**config.mk**
```make
export PLATFORM = sky130hd
export DESIGN_NAME = mask_encode
export DESIGN_NICKNAME = d
export VERILOG_FILES = /design/src/rtl/mask_encode_pkg.sv /design/src/rtl/mask_chunk_scan.sv /design/src/rtl/mask_encode.sv
export SDC_FILE = /design/constraint.sdc
export NUM_CORES = 1
export LEC_CHECK = 0
export CAP_MARGIN = 20
export CORE_MARGIN = 2
export CORE_UTILIZATION = 60
export DETAILED_ROUTE_END_ITERATION = 10
export DONT_BUFFER_PORTS = 1
export PLACE_DENSITY = 0.88
export SLEW_MARGIN = 10
export SYNTH_ARGS = -nofsm -noshare
export SYNTH_HDL_FRONTEND = slang
export SYNTH_SLANG_ARGS = --single-unit
```
**constraint.sdc**
```tcl
create_clock -name clk -period 3.7 [get_ports clk]
set_clock_uncertainty 0.15 [all_clocks]
set_input_delay 0.185 -clock clk [delete_from_list [all_inputs] [get_ports clk]]
set_output_delay 0.185 -clock clk [all_outputs]
set_load 0.05 [all_outputs]
```
**src/rtl/mask_encode_pkg.sv**
```systemverilog
// Shared constants and FSM state type for the mask encoder.
package mask_encode_pkg;

  localparam int MASK_W = 32;
  localparam int IDX_W  = 5;
  localparam int CNT_W  = IDX_W + 1;

  typedef enum logic [1:0] {
    IDLE = 2'd0,
    SCAN = 2'd1,
    DONE = 2'd2
  } state_t;

endpackage

```
**src/rtl/mask_chunk_scan.sv**
```systemverilog
// Combinational scan of one SCAN_W-bit chunk: any-set, first/last set index,
// count of 0->1 transitions (seeded by the previous bit) and the chunk's top bit.
module mask_chunk_scan
  import mask_encode_pkg::*;
#(
  parameter int SCAN_W = 4
) (
  input  logic [SCAN_W-1:0] chunk,
  input  logic [IDX_W-1:0]  base,
  input  logic              prev_bit,
  output logic              any_set,
  output logic [IDX_W-1:0]  first_idx,
  output logic [IDX_W-1:0]  last_idx,
  output logic [CNT_W-1:0]  rise_cnt,
  output logic              last_bit
);

  logic p;

  assign any_set  = |chunk;
  assign last_bit = chunk[SCAN_W-1];

  always_comb begin
    first_idx = '0;
    last_idx  = '0;
    rise_cnt  = '0;
    p         = prev_bit;
    // Walking downward leaves the lowest set position in first_idx.
    for (int unsigned i = SCAN_W; i > 0; i--) begin
      if (chunk[i-1]) first_idx = base + IDX_W'(i - 1);
    end
    for (int unsigned i = 0; i < SCAN_W; i++) begin
      if (chunk[i]) last_idx = base + IDX_W'(i);
      if (chunk[i] && !p) rise_cnt = rise_cnt + CNT_W'(1);
      p = chunk[i];
    end
  end

endmodule

```
**src/rtl/mask_encode.sv**
```systemverilog
// Multi-cycle mask encoder: scans a 32-bit mask SCAN_W bits per cycle and
// reports lowest/highest set index, single-run flag and all-zero flag.
module mask_encode
  import mask_encode_pkg::*;
#(
  parameter int SCAN_W = 4
) (
  input  logic              clk,
  input  logic              reset_n,
  input  logic              in_valid,
  output logic              in_ready,
  input  logic [MASK_W-1:0] in_mask,
  output logic              out_valid,
  input  logic              out_ready,
  output logic [IDX_W-1:0]  out_right,
  output logic [IDX_W-1:0]  out_left,
  output logic              out_contig,
  output logic              out_zero
);

  localparam logic [IDX_W-1:0] STEP      = IDX_W'(SCAN_W);
  localparam logic [IDX_W-1:0] LAST_BASE = IDX_W'(MASK_W - SCAN_W);

  state_t state, state_n;
  logic   accept, finish;
  logic   rdy_q;

  logic [MASK_W-1:0] shift_q;
  logic [IDX_W-1:0]  base_q;
  logic [IDX_W-1:0]  right_q, left_q;
  logic              seen_q, prev_q;
  logic [CNT_W-1:0]  rise_q;

  logic              c_any, c_last_bit;
  logic [IDX_W-1:0]  c_first, c_last;
  logic [CNT_W-1:0]  c_rise;

  logic [IDX_W-1:0]  right_n, left_n;
  logic              seen_n;
  logic [CNT_W-1:0]  rise_n;

  mask_chunk_scan #(.SCAN_W(SCAN_W)) u_scan (
    .chunk     (shift_q[SCAN_W-1:0]),
    .base      (base_q),
    .prev_bit  (prev_q),
    .any_set   (c_any),
    .first_idx (c_first),
    .last_idx  (c_last),
    .rise_cnt  (c_rise),
    .last_bit  (c_last_bit)
  );

  // Fold the current chunk into the running result.
  always_comb begin
    right_n = right_q;
    left_n  = left_q;
    seen_n  = seen_q | c_any;
    rise_n  = rise_q + c_rise;
    if (c_any) begin
      left_n = c_last;
      if (!seen_q) right_n = c_first;
    end
  end

  always_comb begin
    state_n = state;
    accept  = 1'b0;
    finish  = 1'b0;
    case (state)
      IDLE: begin
        if (in_valid && rdy_q) begin
          state_n = SCAN;
          accept  = 1'b1;
        end
      end
      SCAN: begin
        if (base_q == LAST_BASE) begin
          state_n = DONE;
          finish  = 1'b1;
        end
      end
      DONE: begin
        if (out_ready) state_n = IDLE;
      end
      default: state_n = IDLE;
    endcase
  end

  assign in_ready  = rdy_q;
  assign out_valid = (state == DONE);

  // rdy_q is registered so in_ready rises on the first edge after reset release.
  always_ff @(posedge clk or negedge reset_n) begin
    if (!reset_n) begin
      state      <= IDLE;
      rdy_q      <= 1'b0;
      shift_q    <= '0;
      base_q     <= '0;
      right_q    <= '0;
      left_q     <= '0;
      seen_q     <= 1'b0;
      prev_q     <= 1'b0;
      rise_q     <= '0;
      out_right  <= '0;
      out_left   <= '0;
      out_contig <= 1'b0;
      out_zero   <= 1'b0;
    end else begin
      state <= state_n;
      rdy_q <= (state_n == IDLE);
      if (accept) begin
        shift_q <= in_mask;
        base_q  <= '0;
        right_q <= '0;
        left_q  <= '0;
        seen_q  <= 1'b0;
        prev_q  <= 1'b0;
        rise_q  <= '0;
      end else if (state == SCAN) begin
        shift_q <= shift_q >> SCAN_W;
        base_q  <= base_q + STEP;
        right_q <= right_n;
        left_q  <= left_n;
        seen_q  <= seen_n;
        prev_q  <= c_last_bit;
        rise_q  <= rise_n;
      end
      if (finish) begin
        out_right  <= right_n;
        out_left   <= left_n;
        out_contig <= (rise_n == CNT_W'(1));
        out_zero   <= !seen_n;
      end
    end
  end

endmodule
```
== Yosys cells after proc, flatten, opt, wreduce, memory -nomap -nowiden ==
Cells that the tools add are included.
Storage, ports and cells
  bits in registers: 70
  latch bits: 0
  bits in writable memories: 0
  ROM bits: 0
  input port bits: 36
  word-level logic and storage cells: 77
  memories: 0
Operators by class
  add/sub/neg operators: 8
  $mul: 0
  divide/modulo/power cells: 0
  $lt $le $gt $ge: 0
  eq/ne operators: 4
  shift-type cells: 0
  mux-type cells: 37
  bitwise operators: 1
  reduce and logical (&&, ||, !) cells: 14
Operators with widths (number)
  2-to-1 mux 5 bit: 17
  2-to-1 mux 32 bit: 2
  2-to-1 mux 6 bit: 5
  adder 6 x 1 -> 6 bit, second input constant: 2
  adder 5 x 2 -> 5 bit, second input constant: 2
  2-to-1 mux 1 bit: 9
  adder 6 bit: 1
  equality test 6 x 1 -> 1 bit, second input constant: 1
  2-to-1 mux 2 bit: 3
  one-hot mux 2 bit (3 select lines): 1
  adder 5 x 1 -> 5 bit, second input constant: 1
  adder 5 x 3 -> 5 bit, second input constant: 1
  equality test 5 bit, second input constant: 1
  logical AND 1 bit: 5
  logical NOT 1 bit: 5
  logical NOT 2 bit: 2
  OR reduction 4 bit: 1
  adder 1 x 1 -> 2 bit, second input constant: 1
  equality test 2 x 1 -> 1 bit, second input constant: 1
  equality test 2 bit, second input constant: 1
  nonzero test 2 bit: 1
  OR 1 bit: 1

== Logic depth before layout (Yosys ltp) ==
Gate-level depths: netlist of run 1.
  depth after elaboration: 12
  gate-level depth with buffers: 13
  gate-level depth less buffers: 13

== Modules after synthesis ==
Synthesis of run 1 repeated with hierarchy kept, for this count alone.
Unflattened totals
  cells, all modules: 396
  area total of the unflattened synthesis: 3688.5 um^2
Modules (own cells, without submodules)
  mask_encode: instances 1, cells each 293, area each 3001.6 um^2
  mask_chunk_scan: instances 1, cells each 103, area each 686.9 um^2

== Worst setup path after synthesis of run 1 ==
No wires, ideal clock.
  path type: register to register
  from: register shift_q[1]
  to: register out_contig
  library setup time: 95 ps
  data arrival time: 2393 ps
  path slack: 1061 ps
  stages on the path, launching flop included: 14
  buffers on the path: 1
  path through: dfrtp_1 > clkbuf_1 > nand2_1 > o21ai_0 > a21oi_1 > ha_1 > a21o_1 > inv_1 > fa_1 > nand2b_1 > a21oi_1 > xnor2_1 > nand3_1 > o31ai_1
Between the ends
  word-level cells in the longest chain between the ends: 8
  elaborated cells on any way between the ends: 10
  classes of those cells: add/sub: 3; eq/ne: 1; mux: 3; reduce/logical: 3
Ends and longest elaborated chain
  from (decl): RTL line mask_encode.sv:28  | logic [MASK_W-1:0] shift_q;
  from (signal assigned): RTL line mask_encode.sv:112  | shift_q <= in_mask;
  from (signal assigned): RTL line mask_encode.sv:120  | shift_q <= shift_q >> SCAN_W;
  logical AND 1 bit: RTL line mask_chunk_scan.sv:34  | if (chunk[i] && !p) rise_cnt = rise_cnt + CNT_W'(1);
  2-to-1 mux 6 bit: RTL line mask_chunk_scan.sv:34
  adder 6 x 1 -> 6 bit: RTL line mask_chunk_scan.sv:34
  2-to-1 mux 6 bit *: RTL line mask_chunk_scan.sv:34
  adder 6 x 1 -> 6 bit: RTL line mask_chunk_scan.sv:34
  2-to-1 mux 6 bit *: RTL line mask_chunk_scan.sv:34
  adder 6 bit *: RTL line mask_encode.sv:58  | rise_n = rise_q + c_rise;
  equality test 6 x 1 -> 1 bit *: RTL line mask_encode.sv:131  | out_contig <= (rise_n == CNT_W'(1));
  to (signal assigned): RTL line mask_encode.sv:131
  to (decl): RTL line mask_encode.sv:17  | output logic out_contig,
Every way passes the cells marked *; elsewhere a longest branch is shown, timed or not.
A chain may end at the register's enable or synchronous reset.

== Final worst setup path of run 1 ==
  from: register shift_q[2]
  to: register out_contig
Between the ends
  word-level cells in the longest chain between the ends: 6
  elaborated cells on any way between the ends: 8
  classes of those cells: add/sub: 2; eq/ne: 1; mux: 2; reduce/logical: 3
Ends and longest elaborated chain (RTL line)
  logical AND 1 bit: mask_chunk_scan.sv:34
  2-to-1 mux 6 bit: mask_chunk_scan.sv:34
  adder 6 x 1 -> 6 bit: mask_chunk_scan.sv:34
  2-to-1 mux 6 bit *: mask_chunk_scan.sv:34
  adder 6 bit *: mask_encode.sv:58
  equality test 6 x 1 -> 1 bit *: mask_encode.sv:131
Marked as above.

==> impl_summary.log, run 1 <==
[metrics] Total GRT Usage: ~26%
[metrics] clock network latency to the later pin of the worst-skew pair: ~0.35 ns
[metrics] net switching power of the design: 1541 uW
[metrics] number of H-tree levels: 3
[metrics] Critical Path Sink Type: flop
[metrics] initial antenna violation count: 0
[metrics] starting utilization of the core area: 63.37%
[metrics] worst stage delay on the critical path: 0.58 ns
[metrics] placed cell area: between 3000 and 4000 um2
[metrics] Top FF cell, synth: sky130_fd_sc_hd__dfrtp_1
[metrics] number of global-route vias before repair: 2561
[metrics] dominant delay contributor by cell family on the critical path: compound AO/OA/AOI/OAI gates
[metrics] total grt overflow: 0
[metrics] largest buffer count on any clock path: 2
[metrics] cell leakage power: 0.001768 uW
[metrics] CTS tree: built
[metrics] detailed placement HPWL: 4.127 mm
[metrics] detail-routed net length per standard cell: 16.05 um
[metrics] setup violators final: 0
[metrics] cell total after placement: 387
[metrics] setup repair after global routing missed its margin: no
[metrics] FMAX: 0.3337 GHz
[metrics] sum of routed wire length over all layers: 7.048 mm
[metrics] Sw Share: a little over two fifths
[metrics] final worst hold slack: 0.1724 ns
[metrics] cell area power density: 900.8 nW/um2
[metrics] area grow syn2layout: 17.94%
[metrics] syn nets: 380
[metrics] Post-synth EDFFs: 0
[metrics] net total in the final layout: 409
[metrics] Die H: just under 80 um
[metrics] standard-cell rows: 26
[metrics] Comb power frac: 39.4%
[metrics] Cell variety after synth: between 40 and 50
[metrics] Clock Root Buffer: sky130_fd_sc_hd__clkbuf_8
[metrics] buffers added on ports: 0
[metrics] number of clock sinks seen by CTS: 68
[metrics] largest net degree at the start of global routing: 69
[metrics] DRC violations left: 0
[metrics] max-slew violations: 0
[metrics] worst path cell trace: nand2_1 -> o21ai_0 -> a21oi_1 -> ha_1 -> a21o_1 -> inv_1 -> fa_1 -> nand2b_1 -> a21oi_1 -> xnor2_1 -> nand3_1 -> o31ai_1
[metrics] clk slew on worst S/H paths: 0.07 ns
[metrics] DRT iter0 DRCs: 211
[metrics] most repeated library cell on the critical path: sky130_fd_sc_hd__a21oi_1
[metrics] FILL cells: 349
[metrics] number of ports placed on the die boundary: 50
[metrics] data required time at the worst endpoint: 3.79 ns
[metrics] type of origin of the critical path: flop
[metrics] clock period minus worst slack: 2.997 ns
[metrics] WP buf/inv: 1
[metrics] number of cells in the finished layout apart from fillers: between 400 and 500
[metrics] Die Area: a little over 6000 um2
[metrics] Mapped Area: 3298 um2
[metrics] fraction of the cycle the final worst path needs: 81.00%
[metrics] area of all placed cells without fillers: a little under 4000 um2
[metrics] mean post-synth cell area: about 10 um2
[metrics] CP arrival: roughly 3 ns
[metrics] sequential fraction of the synthesis area: 51.59%
[metrics] clock power share: 16.5%
[metrics] wire length of the first global-routing pass: 12.19 mm
[metrics] Post CTS Setup Buffer Count: 0
[metrics] proportion of layout cells with a drive suffix above 1: under 10%
[metrics] critical-path cell with the highest stage delay: sky130_fd_sc_hd__dfrtp_1
[metrics] CP Max Fanout: 11
[metrics] sum of negative setup slack: 0 ns
[metrics] via-per-instance ratio: approximately 5.7
[metrics] Core Footprint: 5205 um2
[metrics] type of the worst min-delay path: input port to flop
[metrics] result of the run: complete, no violations
[metrics] final hold vios: 0
[metrics] post-route total power: 3504 uW
[metrics] fraction of synthesis flops using an asynchronous set or reset pin: 100.0%
[metrics] slew of the pin with the lowest slew margin: about 0.8 ns
[metrics] x dimension of the die: between 70 and 80 um
[metrics] number of gates resized after cts: 0
[metrics] final RePlAce weighted congestion: 0.8617
[metrics] relative slew slack: approximately 47%
[metrics] Routed Antenna Nets: 0
[metrics] gate count of the mapped netlist: ~340
[metrics] quantity of hold-fixing buffers added after cts: 35
[metrics] Via Count: about 2.5k
[metrics] clock buffer count from CTS: 9
[metrics] register share of total power: 44.1%
[metrics] register bit count reported by yosys: 68
[metrics] n_diodes: 0
[metrics] max_cap viols: 0
[metrics] number of warnings printed during yosys synthesis: 0
[metrics] internal cell power: 1963 uW
[metrics] VDD IR max: around 500 uV
[metrics] type of the worst setup path: flop to flop
[metrics] 1st-pass router iterations: 4
[area by class of cell]
type / instances / area, um2 / area share (%)
timing repair buffer: 40 / 417.9 / 10.74
clock buffer: 13 / 168.9 / 4.342
tap: 70 / 87.58 / 2.252
inverter: 8 / 30.03 / 0.7720
sequential: 68 / 1702 / 43.74
clock inverter: 3 / 20.02 / 0.5146
multi-input combinational: 237 / 1464 / 37.63
[worst reg2reg max path, cell delays in order, from the launching register on]
cell                       delay [ns]
sky130_fd_sc_hd__dfrtp_1         0.58
sky130_fd_sc_hd__nand2_1         0.15
sky130_fd_sc_hd__o21ai_0         0.17
sky130_fd_sc_hd__a21oi_1         0.10
sky130_fd_sc_hd__ha_1            0.31
sky130_fd_sc_hd__a21o_1          0.14
sky130_fd_sc_hd__inv_1           0.06
sky130_fd_sc_hd__fa_1            0.42
sky130_fd_sc_hd__nand2b_1        0.16
sky130_fd_sc_hd__a21oi_1         0.18
sky130_fd_sc_hd__xnor2_1         0.17
sky130_fd_sc_hd__nand3_1         0.09
sky130_fd_sc_hd__o31ai_1         0.21
[cell usage after synthesis (2+ instances only)]
library cell                n  area, um2
sky130_fd_sc_hd__mux2i_1   30      300.3
sky130_fd_sc_hd__nand2_1   73      274.0
sky130_fd_sc_hd__buf_2     10      50.05
sky130_fd_sc_hd__a21oi_1    8      40.04
sky130_fd_sc_hd__nor2b_1    2      12.51
sky130_fd_sc_hd__o31ai_1    3      22.52
sky130_fd_sc_hd__a22oi_1    5      37.54
sky130_fd_sc_hd__clkbuf_1   9      33.78
sky130_fd_sc_hd__nor2_1    11      41.29
sky130_fd_sc_hd__inv_1      8      30.03
sky130_fd_sc_hd__ha_1       8      100.1
sky130_fd_sc_hd__xor2_1     4      35.03
sky130_fd_sc_hd__dfrtp_1   68       1702
sky130_fd_sc_hd__buf_4      2      15.01
sky130_fd_sc_hd__nand2b_1   3      18.77
sky130_fd_sc_hd__o21ai_1   34      170.2
sky130_fd_sc_hd__o21ai_0   15      75.07
sky130_fd_sc_hd__o21ai_2    2      17.52
sky130_fd_sc_hd__o22ai_1    8      50.05
sky130_fd_sc_hd__a22o_1     6      52.55
sky130_fd_sc_hd__nor3_1     4      20.02
sky130_fd_sc_hd__a21o_1     3      22.52
[logic make-up after synthesis]
| logic type | share of synthesized area [%] |
|---|---|
| buffers and inverters | 4.249 |
| adder cells (fa/ha/maj) | 3.642 |
| other | 0.1137 |
| XOR/XNOR | 1.328 |
| AND/OR/NAND/NOR | 13.51 |
| flip-flops | 51.59 |
| AO/OA/AOI/OAI | 16.46 |
| multiplexers | 9.105 |
[power by group through the flow]
stage	Clock [uW]	Sequential (uW)	Combinational, uW
finish	579	1540	1380
global route	623	1580	1570
CTS	590	1540	1350
detailed placement	0	1550	1290
global placement	0	1520	1230
floorplan	0	1420	1160
[registers in the layout (all words and copies together) (netlist names), 2 cells and up]
name / flops
left_q: 5
out_right: 5
out_left: 5
right_q: 5
base_q: 3
state: 2
rise_q: 6
shift_q: 32
[path summary, 6_finish.rpt]
check | cells past startpoint | start | end | slack, ns
worst max-delay path | 12 | shift_q[2]$_DFFE_PN0N_ | out_contig$_DFFE_PN0P_ | 0.70
worst min-delay path | 4 | in_valid | seen_q$_DFFE_PN0N_ | 0.17
worst max register to register | 12 | shift_q[2]$_DFFE_PN0N_ | out_contig$_DFFE_PN0P_ | 0.70
worst min register to register | 1 | left_q[4]$_DFFE_PN0N_ | left_q[4]$_DFFE_PN0N_ | 0.36
max in group asynchronous | 2 | reset_n | shift_q[22]$_DFFE_PN0N_ | 2.90
min in group asynchronous | 2 | reset_n | out_left[4]$_DFFE_PN0P_ | 0.23
[per-layer routing]
metal / GRT usage, % / wire length, um
met1: 31.25 / 2928
met3: 7.241 / 412
met4: 11.05 / 154
met2: 43.36 / 3553
met5: 0 / 0
[stage by stage]
step           worst slack, ns  utilization, %
2_1_floorplan            1.061               -
3_3_place_gp            0.9558           63.65
3_5_place_dp            0.7492           63.65
4_1_cts                 0.7110           74.35
5_1_grt                 0.5021           74.74
6_report                0.7032           74.74
[placed cells by master (no fill, tap or decap), types with 2 or more instances in the layout]
cell,instances
sky130_fd_sc_hd__nand2_1,73
sky130_fd_sc_hd__dfrtp_1,68
sky130_fd_sc_hd__o21ai_1,34
sky130_fd_sc_hd__dlygate4sd3_1,34
sky130_fd_sc_hd__mux2i_1,30
sky130_fd_sc_hd__o21ai_0,15
sky130_fd_sc_hd__clkbuf_8,12
sky130_fd_sc_hd__nor2_1,11
sky130_fd_sc_hd__inv_1,8
sky130_fd_sc_hd__a21oi_1,8
sky130_fd_sc_hd__o22ai_1,8
sky130_fd_sc_hd__ha_1,8
sky130_fd_sc_hd__a22o_1,6
sky130_fd_sc_hd__a22oi_1,5
sky130_fd_sc_hd__xor2_1,4
sky130_fd_sc_hd__buf_4,4
sky130_fd_sc_hd__nor3_1,3
sky130_fd_sc_hd__a21o_1,3
sky130_fd_sc_hd__o31ai_1,3
sky130_fd_sc_hd__nand2b_1,2
sky130_fd_sc_hd__nor2b_1,2
sky130_fd_sc_hd__nor3_2,2
sky130_fd_sc_hd__o21ai_2,2
sky130_fd_sc_hd__clkinvlp_4,2
Power figures use the tool's default switching activity.
==> run 2: changes to the inputs <==
--- a/config.mk
+++ b/config.mk
@@ -7,10 +7,10 @@
 export LEC_CHECK = 0
 export CAP_MARGIN = 20
 export CORE_MARGIN = 2
-export CORE_UTILIZATION = 60
+export CORE_UTILIZATION = 57
 export DETAILED_ROUTE_END_ITERATION = 10
 export DONT_BUFFER_PORTS = 1
-export PLACE_DENSITY = 0.88
+export PLACE_DENSITY = 0.87
 export SLEW_MARGIN = 10
 export SYNTH_ARGS = -nofsm -noshare
 export SYNTH_HDL_FRONTEND = slang
==> constraint.sdc (replaced) <==
create_clock -name clk -period 2.65 [get_ports clk]
set_clock_uncertainty 0.15 [all_clocks]
set_input_delay 0.1325 -clock clk [delete_from_list [all_inputs] [get_ports clk]]
set_output_delay 0.1325 -clock clk [all_outputs]
set_load 0.05 [all_outputs]
==> impl_summary.log, run 2 (synthesized netlist as in run 1, its figures left out) <==
[metrics] dominant delay contributor by cell family on the critical path: adder cells
[metrics] type of the worst setup path: flop to flop
[metrics] largest buffer count on any clock path: 2 (unchanged)
[metrics] Total GRT Usage: 24.01% (-1.8 points)
[metrics] relative slew slack: 39.93% (-6.7 points)
[metrics] clock network latency to the later pin of the worst-skew pair: 0.36 ns (about the same)
[metrics] critical path launch point: shift_q[2]$_DFFE_PN0N_
[metrics] cell leakage power: 0.001825 uW (+3.2%)
[metrics] register share of total power: 41.2% (-2.9 points)
[metrics] WP buf/inv: 2 (+1)
[metrics] proportion of layout cells with a drive suffix above 1: 13.83% (+5.4 points)
[metrics] final hold vios: 0 (unchanged)
[metrics] detailed placement HPWL: 4.238 mm (+2.7%)
[metrics] fraction of the cycle the final worst path needs: 98.11% (+17 points)
[metrics] setup repair after global routing missed its margin: yes
[metrics] largest net degree at the start of global routing: 69 (unchanged)
[metrics] Core Footprint: 5540 um2 (+6.4%)
[metrics] result of the run: complete, no violations
[metrics] type of origin of the critical path: flop
[metrics] data required time at the worst endpoint: 2.77 ns (-1.02 ns)
[metrics] Clock Root Buffer: sky130_fd_sc_hd__clkbuf_8
[metrics] clk slew on worst S/H paths: 0.07 ns (about the same)
[metrics] wire length of the first global-routing pass: 11.59 mm (-4.9%)
[metrics] type of the worst min-delay path: input port to asynchronous set/reset pin
[metrics] Crit Reg-Reg Startpoint: shift_q[2]$_DFFE_PN0N_
[metrics] number of H-tree levels: 3 (unchanged)
[metrics] standard-cell rows: 27 (+3.8%)
[metrics] Critical Path Sink Type: flop
[metrics] number of global-route vias before repair: 2508 (-2.1%)
[metrics] x dimension of the die: 80.07 um (+2.5%)
[metrics] setup violators final: 0 (unchanged)
[metrics] DRT iter0 DRCs: 109 (-48%)
[metrics] Die H: 80.07 um (+2.5%)
[metrics] starting utilization of the core area: 59.53% (-3.8 points)
[metrics] Sw Share: 43.47% (-0.50 points)
[metrics] final RePlAce weighted congestion: 0.8913 (+3.4%)
[metrics] FMAX: 0.3846 GHz (+15%)
[metrics] Routed Antenna Nets: 0 (unchanged)
[metrics] slew of the pin with the lowest slew margin: 0.8992 ns (+0.1011 ns)
[metrics] Largest register FFs: 32 (unchanged)
[metrics] most common library cell in the layout ignoring fill and taps: sky130_fd_sc_hd__nand2_1
[metrics] number of clock sinks seen by CTS: 68 (unchanged)
[metrics] number of cells in the finished layout apart from fillers: 448 (+2.1%)
[metrics] DRC violations left: 0 (unchanged)
[metrics] sum of routed wire length over all layers: 6.889 mm (-2.3%)
[metrics] Die Area: 6410 um2 (+5.0%)
[metrics] total grt overflow: 0 (unchanged)
[metrics] CP Max Fanout: 7 (-4)
[metrics] Via Count: 2500 (+0.60%)
[metrics] max-slew violations: 0 (unchanged)
[metrics] area grow syn2layout: 21.93%
[metrics] worst stage delay on the critical path: 0.46 ns (-0.12 ns)
[metrics] CP arrival: 2.72 ns (-0.37 ns)
[metrics] Comb power frac: 41.7% (+2.3 points)
[metrics] VDD IR max: 787.3 uV (+57%)
[metrics] via-per-instance ratio: 5.580 (-1.4%)
[metrics] 1st-pass router iterations: 4 (unchanged)
[metrics] net total in the final layout: 416 (+1.7%)
[metrics] max_cap viols: 0 (unchanged)
[metrics] cell total after placement: 396 (+2.3%)
[metrics] buffers added on ports: 0 (unchanged)
[metrics] clock power share: 17.1% (+0.6 points)
[metrics] final worst hold slack: 0.1646 ns (-0.007809 ns)
[metrics] Top Registers: shift_q (32), rise_q (6)
[metrics] detail-routed net length per standard cell: 15.38 um (-4.2%)
[metrics] clock period minus worst slack: 2.600 ns (-0.3968 ns)
[metrics] internal cell power: 2861 uW (+46%)
[metrics] most flop-heavy register: shift_q
[metrics] sum of negative setup slack: 0 ns (unchanged)
[metrics] worst path cell trace: buf_4 -> nor3_1 -> a21oi_1 -> o211ai_1 -> ha_1 -> inv_1 -> fa_2 -> nand2b_4 -> a21oi_4 -> xnor2_2 -> nand3_1 -> o31ai_1
[metrics] critical-path cell with the highest stage delay: sky130_fd_sc_hd__dfrtp_2
[metrics] net switching power of the design: 2200 uW (+43%)
[metrics] number of ports placed on the die boundary: 50 (unchanged)
[metrics] initial antenna violation count: 0 (unchanged)
[metrics] cell area power density: 1259 nW/um2 (+40%)
[metrics] clock buffer count from CTS: 9 (unchanged)
[metrics] CTS tree: built
[metrics] n_diodes: 0 (unchanged)
[metrics] leading cell types in the layout, fill and taps excluded: 72 x sky130_fd_sc_hd__nand2_1, 65 x sky130_fd_sc_hd__dfrtp_1, 35 x sky130_fd_sc_hd__o21ai_1, 35 x sky130_fd_sc_hd__dlygate4sd3_1, 30 x sky130_fd_sc_hd__mux2i_1
[run 2: cell count changes in the layout (fill, tap and decap cells not counted), sizes merged]
cell	change
bufinv	+1
clkinv	+2
clkbuf	-3
buf	+6
dlygate4sd3	+1
[run 2: final cells by class]
cell class | count | area, um2
Fill cell | 385 | 1519
Tap cell | 72 | 90.09
Inverter | 8 | 30.03
Clock buffer | 10 | 137.6
Clock inverter | 6 | 63.81
Multi-Input combinational cell | 237 | 1521
Timing Repair Buffer | 47 | 473.0
Sequential cell | 68 | 1705
[run 2: per-stage QoR]
step	cell area [um2]	setup slack, ns	total power, uW	utilization, %
floorplan	3298	0.01147	3600	-
global placement	3381	0.07209	3903	61.02
detailed placement	3381	-0.04418	4030	61.02
CTS	3966	0.0003995	4981	71.59
global route	4021	-0.1547	5437	72.58
finish	4021	0.04999	5062	72.58
[run 2: routing by layer]
metal	part of all wire (%)	vias to the layer above	routed length, um	track usage (%)
met4	1.7	0	119	8.983
met1	43	1199	2989	28.20
met2	50	61	3456	39.83
met3	4.7	13	324	9.326
li1	-	1227	-	-
met5	0	-	0	0
[run 2: worst reg2reg max path, stage by stage, from the launching register on]
cell and delay (ns):
sky130_fd_sc_hd__dfrtp_2 0.46, sky130_fd_sc_hd__buf_4 0.18, sky130_fd_sc_hd__nor3_1 0.18, sky130_fd_sc_hd__a21oi_1 0.06, sky130_fd_sc_hd__o211ai_1 0.10, sky130_fd_sc_hd__ha_1 0.20, sky130_fd_sc_hd__inv_1 0.06, sky130_fd_sc_hd__fa_2 0.37
sky130_fd_sc_hd__nand2b_4 0.16, sky130_fd_sc_hd__a21oi_4 0.16, sky130_fd_sc_hd__xnor2_2 0.13, sky130_fd_sc_hd__nand3_1 0.09, sky130_fd_sc_hd__o31ai_1 0.23
[run 2: final timing paths]
path / end / slack [ns] / cells after the start
max: out_contig$_DFFE_PN0P_ / 0.05 / 12
min: right_q[3]$_DFFE_PN0N_ / 0.16 / 2
max reg2reg: out_contig$_DFFE_PN0P_ / 0.05 / 12
min reg2reg: left_q[2]$_DFFE_PN0N_ / 0.36 / 1
max in group asynchronous: shift_q[2]$_DFFE_PN0N_ / 1.86 / 2
min in group clk: shift_q[7]$_DFFE_PN0N_ / 0.28 / 3
[run 2: timing repair]
| item | in CTS | in global routing |
|---|---|---|
| resized for setup | 3 | 15 |
| pin swaps | 0 | 12 |
| setup buffers | 0 | 0 |
| setup endpoints to repair | 1 | 4 |
| hold buffers | 36 | 0 |
| hold endpoints to repair | 104 | 0 |
[run 2: power by group through the flow]
stage | sequential (uW) | clock, uW | combinational (uW)
2_1_floorplan | 1990 | 0 | 1610
3_3_place_gp | 2050 | 0 | 1860
3_5_place_dp | 2080 | 0 | 1950
4_1_cts | 2060 | 880 | 2040
5_1_grt | 2140 | 924 | 2370
6_report | 2080 | 866 | 2110
